--- config.mk ---
export PLATFORM = sky130hd
export DESIGN_NAME = acq_stream_ctrl
export DESIGN_NICKNAME = d
export VERILOG_FILES = /design/src/rtl/acq_pkg.sv /design/src/rtl/acq_fifo.sv /design/src/rtl/acq_stream_ctrl.sv
export SDC_FILE = /design/constraint.sdc
export NUM_CORES = 1
export LEC_CHECK = 0
export ABC_CLOCK_PERIOD_IN_PS = 7050
export CAP_MARGIN = 10
export CORE_MARGIN = 8
export CORE_UTILIZATION = 35
export DETAILED_ROUTE_END_ITERATION = 10
export DONT_BUFFER_PORTS = 1
export PLACE_DENSITY_LB_ADDON = 0.12
export SETUP_SLACK_MARGIN = 0.15
export SLEW_MARGIN = 20
export SYNTH_ARGS = -nofsm -noshare
export SYNTH_HDL_FRONTEND = slang
export SYNTH_SLANG_ARGS = --single-unit
export TNS_END_PERCENT = 20
--- constraint.sdc ---
create_clock -name clk -period 7.05 [get_ports clk]
set_input_delay 0.705 -clock clk [delete_from_list [all_inputs] [get_ports clk]]
set_output_delay 0.705 -clock clk [all_outputs]
set_load 0.01 [all_outputs]
--- src/rtl/acq_pkg.sv ---
// Shared types and widths for the ADC-to-AXI-Stream acquisition sequencer.
package acq_pkg;

    localparam int ACQ_SAMPLE_W = 16;
    localparam int BEAT_W       = 2 * ACQ_SAMPLE_W;
    localparam int KEEP_W       = BEAT_W / 8;

    typedef enum logic [2:0] {
        ST_IDLE  = 3'd0,
        ST_RUN   = 3'd1,
        ST_PAD   = 3'd2,
        ST_DRAIN = 3'd3,
        ST_DONE  = 3'd4
    } acq_state_t;

    // A packet length is rejected when it is zero or not a whole number of beats.
    function automatic logic len_bad(input logic nonzero, input logic [1:0] lsbs);
        return (!nonzero) || (lsbs != 2'b00);
    endfunction

endpackage

--- src/rtl/acq_fifo.sv ---
// Synchronous first-word-fall-through FIFO. A push into a full FIFO is accepted
// when a pop happens in the same cycle, because the pop frees the slot.
module acq_fifo #(
    parameter int DEPTH = 16,
    parameter int WIDTH = 32
) (
    input  logic                   clk,
    input  logic                   resetn,
    input  logic                   push_i,
    input  logic [WIDTH-1:0]       din_i,
    input  logic                   pop_i,
    output logic [WIDTH-1:0]       dout_o,
    output logic                   full_o,
    output logic                   empty_o,
    output logic [$clog2(DEPTH):0] level_o
);

    localparam int AW = $clog2(DEPTH);

    logic [WIDTH-1:0] mem_q [DEPTH];
    logic [AW:0]      wr_ptr_q;
    logic [AW:0]      rd_ptr_q;
    logic             wr_en_s;
    logic             rd_en_s;

    assign empty_o = (wr_ptr_q == rd_ptr_q);
    assign full_o  = (wr_ptr_q[AW] != rd_ptr_q[AW]) &&
                     (wr_ptr_q[AW-1:0] == rd_ptr_q[AW-1:0]);
    assign level_o = wr_ptr_q - rd_ptr_q;
    assign rd_en_s = pop_i && !empty_o;
    assign wr_en_s = push_i && (!full_o || rd_en_s);
    assign dout_o  = mem_q[rd_ptr_q[AW-1:0]];

    // Read/write pointers with an extra wrap bit to tell full from empty.
    always_ff @(posedge clk) begin
        if (!resetn) begin
            wr_ptr_q <= '0;
            rd_ptr_q <= '0;
        end else begin
            if (wr_en_s) begin
                wr_ptr_q <= wr_ptr_q + 1'b1;
            end
            if (rd_en_s) begin
                rd_ptr_q <= rd_ptr_q + 1'b1;
            end
        end
    end

    // Storage array; contents need no reset since empty_o masks them.
    always_ff @(posedge clk) begin
        if (wr_en_s) begin
            mem_q[wr_ptr_q[AW-1:0]] <= din_i;
        end
    end

endmodule

--- src/rtl/acq_stream_ctrl.sv ---
// Acquisition sequencer: packs ADC sample pairs into stream beats, frames one
// packet per start and reports status to the register block.
module acq_stream_ctrl
    import acq_pkg::*;
#(
    parameter int SAMPLE_W   = 16,
    parameter int FIFO_DEPTH = 16,
    parameter int LEN_W      = 26
) (
    input  logic                    clk,
    input  logic                    resetn,
    input  logic                    cfg_start,
    input  logic                    cfg_stop,
    input  logic [LEN_W-1:0]        cfg_pkt_bytes,
    input  logic                    adc_valid,
    input  logic [SAMPLE_W-1:0]     adc_data,
    output logic [2*SAMPLE_W-1:0]   m_axis_tdata,
    output logic [2*SAMPLE_W/8-1:0] m_axis_tkeep,
    output logic                    m_axis_tvalid,
    output logic                    m_axis_tlast,
    input  logic                    m_axis_tready,
    output logic                    sts_busy,
    output logic                    sts_done,
    output logic                    sts_overflow,
    output logic                    sts_aborted,
    output logic                    sts_cfg_err,
    output logic [LEN_W-3:0]        sts_words_sent
);

    localparam int BW = 2 * SAMPLE_W;
    localparam int KW = BW / 8;
    localparam int CW = LEN_W - 2;
    localparam int LW = $clog2(FIFO_DEPTH) + 1;
    localparam logic [LW:0] DEPTH_L = (LW + 1)'(FIFO_DEPTH);

    acq_state_t          state_q, state_d;
    logic [CW-1:0]       words_total_q, words_total_d;
    logic [CW-1:0]       words_pushed_q, words_pushed_d;
    logic [CW-1:0]       words_sent_q, words_sent_d;
    logic                phase_q, phase_d;
    logic [SAMPLE_W-1:0] half_q, half_d;
    logic                push_q, push_d;
    logic [BW-1:0]       word_q, word_d;
    logic                done_q, done_d;
    logic                ovf_q, ovf_d;
    logic                abort_q, abort_d;
    logic                cfg_err_q, cfg_err_d;
    logic                busy_q, busy_d;

    logic                fifo_full_s;
    logic                fifo_empty_s;
    logic [BW-1:0]       fifo_head_s;
    logic [LW-1:0]       fifo_level_s;
    logic                pop_s;
    logic                push_ok_s;
    logic                room_s;
    logic                pad_space_s;
    logic                start_s;

    acq_fifo #(
        .DEPTH (FIFO_DEPTH),
        .WIDTH (BW)
    ) u_fifo (
        .clk     (clk),
        .resetn  (resetn),
        .push_i  (push_q),
        .din_i   (word_q),
        .pop_i   (pop_s),
        .dout_o  (fifo_head_s),
        .full_o  (fifo_full_s),
        .empty_o (fifo_empty_s),
        .level_o (fifo_level_s)
    );

    assign pop_s     = (!fifo_empty_s) && m_axis_tready;
    assign push_ok_s = push_q && ((!fifo_full_s) || pop_s);
    assign start_s   = cfg_start && !cfg_stop;

    // The word waiting in the push register already counts toward the packet,
    // so no new word is formed once pushed + pending reaches the total.
    assign room_s      = ({1'b0, words_pushed_q} + {{CW{1'b0}}, push_q}) < {1'b0, words_total_q};
    assign pad_space_s = ({1'b0, fifo_level_s} + {{LW{1'b0}}, push_q}) < DEPTH_L;

    assign m_axis_tvalid  = !fifo_empty_s;
    assign m_axis_tdata   = fifo_empty_s ? '0 : fifo_head_s;
    assign m_axis_tkeep   = {KW{1'b1}};
    assign m_axis_tlast   = m_axis_tvalid && (words_sent_q == (words_total_q - 1'b1));
    assign sts_busy       = busy_q;
    assign sts_done       = done_q;
    assign sts_overflow   = ovf_q;
    assign sts_aborted    = abort_q;
    assign sts_cfg_err    = cfg_err_q;
    assign sts_words_sent = words_sent_q;

    // Next-state logic for sequencing, packing, counters and sticky status.
    always_comb begin
        state_d        = state_q;
        words_total_d  = words_total_q;
        words_pushed_d = words_pushed_q;
        words_sent_d   = words_sent_q;
        phase_d        = phase_q;
        half_d         = half_q;
        push_d         = 1'b0;
        word_d         = word_q;
        done_d         = done_q;
        ovf_d          = ovf_q;
        abort_d        = abort_q;
        cfg_err_d      = cfg_err_q;

        if (push_ok_s) begin
            words_pushed_d = words_pushed_q + 1'b1;
        end else if (push_q) begin
            ovf_d = 1'b1;
        end else begin
            words_pushed_d = words_pushed_q;
        end

        if (pop_s) begin
            words_sent_d = words_sent_q + 1'b1;
        end else begin
            words_sent_d = words_sent_q;
        end

        case (state_q)
            ST_IDLE, ST_DONE: begin
                if (start_s) begin
                    done_d         = 1'b0;
                    ovf_d          = 1'b0;
                    abort_d        = 1'b0;
                    words_pushed_d = '0;
                    words_sent_d   = '0;
                    phase_d        = 1'b0;
                    if (len_bad(|cfg_pkt_bytes, cfg_pkt_bytes[1:0])) begin
                        cfg_err_d = 1'b1;
                        state_d   = ST_IDLE;
                    end else begin
                        cfg_err_d     = 1'b0;
                        words_total_d = cfg_pkt_bytes[LEN_W-1:2];
                        state_d       = ST_RUN;
                    end
                end else begin
                    state_d = state_q;
                end
            end
            ST_RUN: begin
                // An abort landing on the final push has nothing left to pad.
                if (cfg_stop) begin
                    phase_d = 1'b0;
                    abort_d = 1'b1;
                    state_d = (words_pushed_d == words_total_q) ? ST_DRAIN : ST_PAD;
                end else if (words_pushed_d == words_total_q) begin
                    state_d = ST_DRAIN;
                end else if (adc_valid && room_s) begin
                    if (!phase_q) begin
                        half_d  = adc_data;
                        phase_d = 1'b1;
                    end else begin
                        word_d  = {adc_data, half_q};
                        push_d  = 1'b1;
                        phase_d = 1'b0;
                    end
                end else begin
                    state_d = ST_RUN;
                end
            end
            ST_PAD: begin
                if (words_pushed_d == words_total_q) begin
                    state_d = ST_DRAIN;
                end else if (room_s && pad_space_s) begin
                    word_d = '0;
                    push_d = 1'b1;
                end else begin
                    state_d = ST_PAD;
                end
            end
            ST_DRAIN: begin
                if (pop_s && m_axis_tlast) begin
                    state_d = ST_DONE;
                    done_d  = 1'b1;
                end else begin
                    state_d = ST_DRAIN;
                end
            end
            default: begin
                state_d = ST_IDLE;
            end
        endcase

        busy_d = (state_d == ST_RUN) || (state_d == ST_PAD) || (state_d == ST_DRAIN);
    end

    // State and status registers with synchronous active-low reset.
    always_ff @(posedge clk) begin
        if (!resetn) begin
            state_q        <= ST_IDLE;
            words_total_q  <= '0;
            words_pushed_q <= '0;
            words_sent_q   <= '0;
            phase_q        <= 1'b0;
            half_q         <= '0;
            push_q         <= 1'b0;
            word_q         <= '0;
            done_q         <= 1'b0;
            ovf_q          <= 1'b0;
            abort_q        <= 1'b0;
            cfg_err_q      <= 1'b0;
            busy_q         <= 1'b0;
        end else begin
            state_q        <= state_d;
            words_total_q  <= words_total_d;
            words_pushed_q <= words_pushed_d;
            words_sent_q   <= words_sent_d;
            phase_q        <= phase_d;
            half_q         <= half_d;
            push_q         <= push_d;
            word_q         <= word_d;
            done_q         <= done_d;
            ovf_q          <= ovf_d;
            abort_q        <= abort_d;
            cfg_err_q      <= cfg_err_d;
            busy_q         <= busy_d;
        end
    end

endmodule

After elaboration in Yosys (flattened, before gate mapping):

Memories as Yosys holds them, arrays and structs flattened. A register that Yosys moved wholly into a read port is not among the register bits.
Cells that the tools add are included.

* latch bits: 0
* flip-flop bits (word level): 140
* bits in writable memories: 512
* input port bits: 48
* memories kept: 1
* output and inout bits: 67
* bits in read-only memories: 0

* reduce and logical (&&, ||, !) cells: 33
* divide/modulo/power cells: 0
* shifts and indexed selects: 0
* order comparisons: 2
* muxes and demuxes: 50
* eq/ne operators: 23
* multiply operators: 0
* bitwise operators: 4
* $add $sub $neg: 8

Memory list
* u_fifo.mem_q: depth 16, bits a word 32, rd ports 1, clocked after Yosys merged registers in 1, wr ports 1, line acq_fifo.sv:20 `logic [WIDTH-1:0] mem_q [DEPTH];`

Operators by type and width (number)
* two-way mux 32 bit: 7
* two-way mux 24 bit: 6
* one-hot mux 32 bit (2 select lines): 1
* adder 24 x 1 -> 24 bit, second input constant: 2
* == test 24 bit: 2
* OR reduction 26 bit: 1
* adder 24 x 1 -> 25 bit: 1
* < comparator 25 x 24 -> 1 bit: 1
* subtractor 24 x 1 -> 24 bit, second input constant: 1
* two-way mux 1 bit: 22
* two-way mux 3 bit: 7
* inequality test 2 bit, second input constant: 9
* == test 3 x 2 -> 1 bit, second input constant: 4
* one-hot mux 3 bit (4 select lines): 1
* adder 5 x 1 -> 5 bit, second input constant: 2
* logical AND 1 bit: 10
* AND reduction 3 bit: 3
* two-way mux 4 bit: 2
* one-hot mux 1 bit (2 select lines): 4
* nonzero test 2 bit: 4
* AND reduction 7 bit: 1
* adder 5 x 1 -> 6 bit: 1
* == test 3 x 1 -> 1 bit, second input constant: 2
* < comparator 6 x 5 -> 1 bit, second input constant: 1
* other kinds (14): 25

Depth between registers and ports, before layout:

Gate-level depths: netlist (run 1).

* depth in word-level cells: 13
* mapped depth: 18

Modules after synthesis:

A second synthesis (run 1) with hierarchy kept.

* cells, all modules: 1794
* area total of the unflattened synthesis: 27656.5 um^2

Modules (own cells, without submodules)
* acq_fifo: cells an instance 883, times used 1, seq. area each 15655.0 um^2, area each 19946.6 um^2
* acq_stream_ctrl: cells an instance 911, times used 1, seq. area each 2602.5 um^2, area each 7709.9 um^2

Worst setup path before layout (run 1):

No wires, ideal clock.

* kind: register to register
* start: register u_fifo.rd_ptr_q[2]
* end: memory u_fifo.mem_q[3][0], enable pin
* path buffers: 1
* stages on the path, launching flop included: 9
* slack: 2.336 ns
* clock period less this slack: 4.714 ns
* data arrival time: 4.253 ns
* path through: dfxtp_1 -> inv_1 -> ha_1 -> nand4_1 -> nor3_2 -> buf_4 -> nor2_1 -> nand2_1 -> nor3_1

* cells in the longest elaborated chain, start to end: 8
* elaborated cells between the ends (all ways): 11
* those cells by class: eq/ne: 2; mux: 2; reduce/logical: 7

RTL lines
* start, declared: line acq_fifo.sv:22 `logic [AW:0] rd_ptr_q;`
* start signal, assigned: line acq_fifo.sv:44 `rd_ptr_q <= rd_ptr_q + 1'b1;`
* == test 5 bit: line acq_fifo.sv:26 `assign empty_o = (wr_ptr_q == rd_ptr_q);`
* zero test 1 bit: line acq_fifo.sv:30, acq_stream_ctrl.sv:75
* logical AND 1 bit: line acq_stream_ctrl.sv:75 `assign pop_s = (!fifo_empty_s) && m_axis_tready;`
* logical AND 1 bit: line acq_fifo.sv:30 `assign rd_en_s = pop_i && !empty_o;`
* logical OR 1 bit *: line acq_fifo.sv:31 `assign wr_en_s = push_i && (!full_o || rd_en_s);`
* logical AND 1 bit *: line acq_fifo.sv:31
* two-way mux 1 bit *: line acq_fifo.sv:51 `if (wr_en_s) begin`
* two-way mux 1 bit (not written as such) *: line acq_fifo.sv:52 `mem_q[wr_ptr_q[AW-1:0]] <= din_i;`
* end, declared: line acq_fifo.sv:20

Every way passes the cells marked *; elsewhere a longest branch is shown, timed or not.

Worst setup path after layout (run 1):

* start: register u_fifo.wr_ptr_q[2]
* end: output m_axis_tlast

* cells in the longest elaborated chain, start to end: 3

RTL lines
* start, declared: line acq_fifo.sv:21 `logic [AW:0] wr_ptr_q;`
* start signal, assigned: line acq_fifo.sv:41 `wr_ptr_q <= wr_ptr_q + 1'b1;`
* == test 5 bit: line acq_fifo.sv:26
* zero test 1 bit: line acq_stream_ctrl.sv:84 `assign m_axis_tvalid = !fifo_empty_s;`
* logical AND 1 bit: line acq_stream_ctrl.sv:87 `assign m_axis_tlast = m_axis_tvalid && (words_sent_q == (words_total_q - 1'b1));`
* end, declared: line acq_stream_ctrl.sv:20 `output logic m_axis_tlast,`

No other way between the ends.

==> impl_metrics.json, run 1 <==
{
  "cp-end-kind": "output port",
  "power.density_cell_area_nw_per_um2": 251,
  "post_drt_wl_per_cell_um": 26.2,
  "grt_setup_unrepaired": "false",
  "path_cells": "ha_1 -> nand4_1 -> nor2_1 -> nor4_1 -> nand4_1 -> or4_1 -> nor4_2 -> and2_1",
  "antenna_cells": 0,
  "fp.dieW_um": 300,
  "cts_resized": 0,
  "routed_wl_mm": 75.1,
  "clock_skew_ns": 0.0476,
  "rows": 104,
  "drc": 0,
  "final-setup-viol-count": 0,
  "fmax_mhz": 191,
  "drtIter0Drc": 1128,
  "power_leakage_uw": 0.00995,
  "rrSetupSlack_ns": 1.86,
  "io_buffers": 0,
  "setup_tns_ns": 0,
  "detail-route-antenna-nets": 0,
  "clock_path_buffers": 3,
  "die_height_um": 300,
  "syn_area_per_cell_um2": 16.1,
  "path_max_fanout": 10,
  "report.final.slew_viol_count": 0,
  "status": "completed",
  "yosysTopAreaCell": "edfxtp_1",
  "grt_usage_pct": 16.6,
  "final_net_count": 1835,
  "ff2ff_path_depth": 16,
  "synth_edf_count": 512,
  "cts_buffers": 73,
  "yosys_most_used_dff": "edfxtp_1",
  "fin_crit_sh_pct": 74.2,
  "htreeDepth": 3,
  "path_class": "reg2out",
  "syn_area_um2": 28200,
  "clkTransAtPathRegs_ns": 0.06,
  "ys_types": 85,
  "yosysWarnings": 0,
  "via_per_inst": 5.29,
  "root_buffer": "clkbuf_16",
  "grt_remaining_overflow": 0,
  "synth_top_cell_area_share_pct": 54.6,
  "dp_hpwl_mm": 45.2,
  "drv_cap": 0,
  "synth_seq_cells": 656,
  "crit_end": "m_axis_tlast",
  "synth_area_leaders": "edfxtp_1 (55%), mux4_2 (13%), dfxtp_1 (10%), xnor2_1 (2.5%), mux2i_1 (1.7%)",
  "vias": 15200,
  "grt_max_degree": 62,
  "postLayoutCoreUtil_pct": 39.7,
  "slowest_delay_ns": 0.82,
  "cp_data_required_time_ns": 6.34,
  "hp-class": "in2reg",
  "cts_setup_buffers": 0,
  "area_delta_synth_final_pct": 12.8,
  "core-area_um2": 80200,
  "place.gp.congestion": 0.881,
  "hold_viol_final": 0,
  "io_pins": 115,
  "critPathLaunchType": "flop",
  "cts_tree": "yes",
  "r2r-start": "push_q$_SDFF_PN0_",
  "synthArstFlopShare_pct": 0,
  "ir_worst_vdd_v": 0.000157,
  "worstMarginPinSlew_ns": 1.09,
  "hold_buffers": 0,
  "synth_cells": 1746,
  "fillers": 7460,
  "crit_top_cell": "nand4_1",
  "critPathArrivalTime_ns": 4.53,
  "final.min_clock_period_ns": 5.23,
  "drive_above_1_share_pct": 18.9,
  "dr.pass1.iters": 5,
  "dieArea_um2": 89800,
  "startpoint": "u_fifo.wr_ptr_q[2]$_SDFFE_PN0P_",
  "slowest_stage": "nor4_1",
  "grt_pass1_vias": 15900,
  "clk-insertion-delay-late_ns": 0.62,
  "r2r_end": "half_q[11]$_SDFFE_PN0P_",
  "max-slew-margin-rel_pct": 26.9,
  "grt_pass1_wl_mm": 111,
  "antenna_found_initial": 0,
  "clock_sinks": 656,
  "synthTopCellsByCount": "edfxtp_1 (512), mux4_2 (160), dfxtp_1 (144), nor2_1 (97), xnor2_1 (81)",
  "start_util_pct": 35.2,
  "yosysMostFrequentCell": "edfxtp_1",
  "synth.yosys.seq_area_share_pct": 64.8
}
-- critical path, delay by kind of cell, from the launching register on --
family / cells / cell delay, ns
DFF: 1 / 0.56
and+or+nand+nor: 7 / 2.98
adders and majority gates: 1 / 0.37
-- kinds of logic after synthesis --
| kind of cell | count (synthesis) | synth area share [%] |
|---|---|---|
| AO/OA/AOI/OAI | 129 | 3.65 |
| XOR/XNOR | 134 | 4.48 |
| adder cells (fa/ha/maj) | 39 | 1.75 |
| buffers and inverters | 146 | 2.35 |
| flip-flops | 656 | 64.8 |
| multiplexers | 209 | 14.5 |
| other | 1 | 0.0133 |
| AND/OR/NAND/NOR | 432 | 8.43 |
-- cell type report --
type | instances | area (um^2) | area share [%]
clock buffer | 94 | 1980 | 6.22
inverter | 41 | 154 | 0.484
tap | 1060 | 1330 | 4.17
multi-input combinational | 947 | 9400 | 29.6
sequential | 656 | 18300 | 57.5
clock inverter | 39 | 382 | 1.20
timing repair buffer | 30 | 278 | 0.874
-- how the worst min path moves through the flow --
stage                            from                      end  slack [ns]  depth (start not counted)
4_1_cts                   adc_data[6]  word_q[22]$_SDFFE_PN0P_        0.16                          1
3_5_place_dp   half_q[8]$_SDFFE_PN0P_   word_q[8]$_SDFFE_PN0P_        0.46                          1
2_1_floorplan  half_q[0]$_SDFFE_PN0P_   word_q[0]$_SDFFE_PN0P_        0.44                          1
5_1_grt                   adc_data[8]  word_q[24]$_SDFFE_PN0P_        0.17                          1
6_report                  adc_data[4]  word_q[20]$_SDFFE_PN0P_        0.21                          1
3_3_place_gp   half_q[5]$_SDFFE_PN0P_   word_q[5]$_SDFFE_PN0P_        0.46                          1
-- where the power goes --
| part | switching (uW) | total (uW) | internal (uW) |
|---|---|---|---|
| logic | 95.5 | 159 | 63.1 |
| registers | 12.8 | 4130 | 4120 |
| clock network | 1580 | 3700 | 2120 |
-- metrics by stage --
stage | instances | hold slack, ns | total power, uW | setup WS, ns | instance area [um^2]
floorplan | 1749 | 0.441 | 4330 | 2.34 | 28200
CTS | 2865 | 0.161 | 8090 | 1.76 | 31700
finish | 2867 | 0.207 | 7990 | 1.82 | 31800
global route | 2867 | 0.171 | 8250 | 1.44 | 31800
global placement | 2732 | 0.458 | 4370 | 1.87 | 29400
detailed placement | 2732 | 0.458 | 4370 | 1.77 | 29400
-- registers in the layout, indices dropped and copies added, names as in the netlist, named ones only --
signal,flops
sts_busy,1
half_q,16
sts_words_sent,24
word_q,32
sts_overflow,1
words_pushed_q,24
u_fifo.mem_q,512
sts_aborted,1
state_q,3
sts_done,1
words_total_q,24
u_fifo.rd_ptr_q,5
push_q,1
u_fifo.wr_ptr_q,5
sts_cfg_err,1
phase_q,1
-- cells in the final DEF (no fill, tap or decap), types with 32 or more instances in the layout --
cell type / netlist / routed
nand2_1: 55 / 54
a22o_1: 33 / 33
inv_1: 40 / 39
nor2b_1: 49 / 49
mux2i_1: 47 / 47
nor2_1: 97 / 85
ha_1: 37 / 37
clkbuf_16: 0 / 74
dfxtp_1: 144 / 140
edfxtp_1: 512 / 512
and2_1: 45 / 45
nand3_1: 36 / 36
xor2_1: 47 / 47
mux4_2: 160 / 160
nand4_1: 32 / 32
xnor2_1: 81 / 81
-- metal layers --
metal | vias to the layer above | part of all wire (%) | global-route usage [%]
li1 | 6787 | - | -
met5 | - | 0 | 0
met4 | 0 | 2.0 | 3.76
met1 | 7902 | 45 | 22.5
met3 | 92 | 5.0 | 3.34
met2 | 373 | 48 | 27.5
Note: power is estimated with default switching activity, not from simulation.
==> inputs of run 2 (changes only) <==
--- a/config.mk
+++ b/config.mk
@@ -5,7 +5,7 @@
 export SDC_FILE = /design/constraint.sdc
 export NUM_CORES = 1
 export LEC_CHECK = 0
-export ABC_CLOCK_PERIOD_IN_PS = 7050
+export ABC_CLOCK_PERIOD_IN_PS = 4360
 export CAP_MARGIN = 10
 export CORE_MARGIN = 8
 export CORE_UTILIZATION = 35
==> constraint.sdc (replaced) <==
create_clock -name clk -period 4.36 [get_ports clk]
set_input_delay 0.436 -clock clk [delete_from_list [all_inputs] [get_ports clk]]
set_output_delay 0.436 -clock clk [all_outputs]
set_load 0.01 [all_outputs]
==> run 2 against run 1 <==
  * Worst setup slack got worse by 1.5 ns
  * Clock-buffer cell count is 9 higher
  * Global-route usage is 0.31 points higher
  * Flip-flop and latch count unchanged
  * Non-clock buffer count is 86 higher
  * Critical path depth increased by 3
  * Via count grew 2.7%
  * First-iteration DRC count is 1.8% higher
  * Clock skew fell by 0.0034 ns
  * Largest cell class unchanged
==> impl_metrics.json, run 2 (synthesized netlist as in run 1, its figures left out) <==
{
  "grt_remaining_overflow": 0,
  "start_util_pct": 35.2,
  "io_pins": 115,
  "clk-insertion-delay-late_ns": 0.63,
  "cp-end-kind": "output port",
  "root_buffer": "clkbuf_16",
  "drtIter0Drc": 1148,
  "path_max_fanout": 5,
  "postLayoutCoreUtil_pct": 41.1,
  "drv_cap": 0,
  "drive_above_1_share_pct": 21.8,
  "via_per_inst": 5.27,
  "area_delta_synth_final_pct": 16.9,
  "critPathArrivalTime_ns": 3.56,
  "htreeDepth": 3,
  "core-area_um2": 80200,
  "final_net_count": 1921,
  "fillers": 7364,
  "ir_worst_vdd_v": 0.000246,
  "clkTransAtPathRegs_ns": 0.05,
  "drc": 0,
  "fmax_mhz": 250,
  "layout_commonest_cell": "edfxtp_1",
  "hold_viol_final": 0,
  "rrSetupSlack_ns": 0.40,
  "cp_data_required_time_ns": 3.92,
  "power.density_cell_area_nw_per_um2": 401,
  "detail-route-antenna-nets": 0,
  "crit_end": "m_axis_tlast",
  "hp-class": "in2reg",
  "clock_path_buffers": 3,
  "vias": 15600,
  "antenna_found_initial": 2,
  "final.min_clock_period_ns": 4.00,
  "worstMarginPinSlew_ns": 1.01,
  "grt_setup_unrepaired": "true",
  "startpoint": "u_fifo.rd_ptr_q[2]$_SDFFE_PN0P_",
  "clock_skew_ns": 0.0441,
  "grt_max_degree": 82,
  "place_inst": 2775,
  "rows": 104,
  "report.final.slew_viol_count": 0,
  "clock_sinks": 656,
  "grt_pass1_wl_mm": 113,
  "p_total_uw": 13200,
  "layout_common_cells": "edfxtp_1 (512), mux4_2 (160), dfxtp_1 (138), nor2_1 (85), xnor2_1 (81)",
  "multi_input_area_um2": 9450,
  "seqCellArea_um2": 18300,
  "routed_wl_mm": 76.6,
  "post_drt_wl_per_cell_um": 25.9,
  "power_leakage_uw": 0.0105,
  "r2r-start": "words_pushed_q[0]$_SDFF_PN0_",
  "place.gp.congestion": 0.890,
  "io_buffers": 0,
  "r2r_end": "word_q[28]$_SDFFE_PN0P_",
  "path_class": "reg2out",
  "status": "completed",
  "ff2ff_path_depth": 18,
  "fin_crit_sh_pct": 91.7,
  "finalNonFillerCells": 2956,
  "final-setup-viol-count": 0,
  "max-slew-margin-rel_pct": 32.6,
  "grt_usage_pct": 16.9,
  "fp.dieW_um": 300,
  "die_height_um": 300,
  "dieArea_um2": 89800,
  "dr.pass1.iters": 5,
  "cts_tree": "yes",
  "largest_register_ffs": 512,
  "critPathLaunchType": "flop",
  "grt_pass1_vias": 16500,
  "dp_hpwl_mm": 46.2,
  "cts_buffers": 73
}
-- run 2: per-layer routing --
layer | vias to the layer above | track usage (%) | share of wire (%)
met3 | 130 | 3.32 | 4.8
met4 | 2 | 5.21 | 3.1
met1 | 8076 | 22.2 | 44
met5 | - | 0 | 0.017
li1 | 6954 | - | -
met2 | 403 | 28.2 | 48
-- run 2: worst max-delay path, stage by stage (launching register included) --
cell and delay (ns):
dfxtp_1 0.39, inv_1 0.06, ha_1 0.36, nand4_1 0.17, buf_4 0.19, nor2_1 0.16, nor4_2 0.32, buf_4 0.17
nand4_1 0.10, or4_1 0.55, nor4_2 0.21, and2_1 0.27
-- run 2: worst min-delay path by stage --
stage                               to  slack [ns]  cells after the start                     from
2_1_floorplan   word_q[0]$_SDFFE_PN0P_        0.44                      1   half_q[0]$_SDFFE_PN0P_
3_3_place_gp   word_q[12]$_SDFFE_PN0P_        0.45                      1  half_q[12]$_SDFFE_PN0P_
3_5_place_dp    word_q[9]$_SDFFE_PN0P_        0.46                      1   half_q[9]$_SDFFE_PN0P_
4_1_cts          state_q[0]$_SDFF_PN0_       0.003                      2                   resetn
5_1_grt          state_q[0]$_SDFF_PN0_        0.01                      2                   resetn
6_report         state_q[0]$_SDFF_PN0_        0.05                      2                   resetn
-- run 2: report_power, final --
group	total (uW)	switching (uW)	internal [uW]
registers	6680	21.1	6660
logic	328	184	144
clock network	6200	2570	3630
-- run 2: stage by stage --
stage                     setup slack [ns]  hold WS (ns)  area, um^2  TNS [ns]
after global routing                 0.135        0.0150       32900         0
after floorplan                     -0.305         0.441       28200    -29.25
after CTS                            0.227       0.00313       32900         0
after global placement               0.333         0.450       29900         0
final                                0.363        0.0502       32900         0
after detailed placement             0.290         0.457       30000         0
-- run 2: area by class of cell --
type / instances / area share (%)
Sequential cell: 656 / 55.5
Multi-Input combinational cell: 947 / 28.7
Clock buffer: 103 / 6.46
Tap cell: 1060 / 4.03
Timing Repair Buffer: 116 / 3.78
Clock inverter: 29 / 1.06
Inverter: 41 / 0.467
Antenna cell: 4 / 0.0304
-- run 2: what timing repair did --
item,CTS,global route
hold endpoints to repair,73,0
gates resized for setup,3,8
hold buffers,41,0
endpoints found under the setup margin,1,39
pin swaps,1,1
buffers inserted,2,2
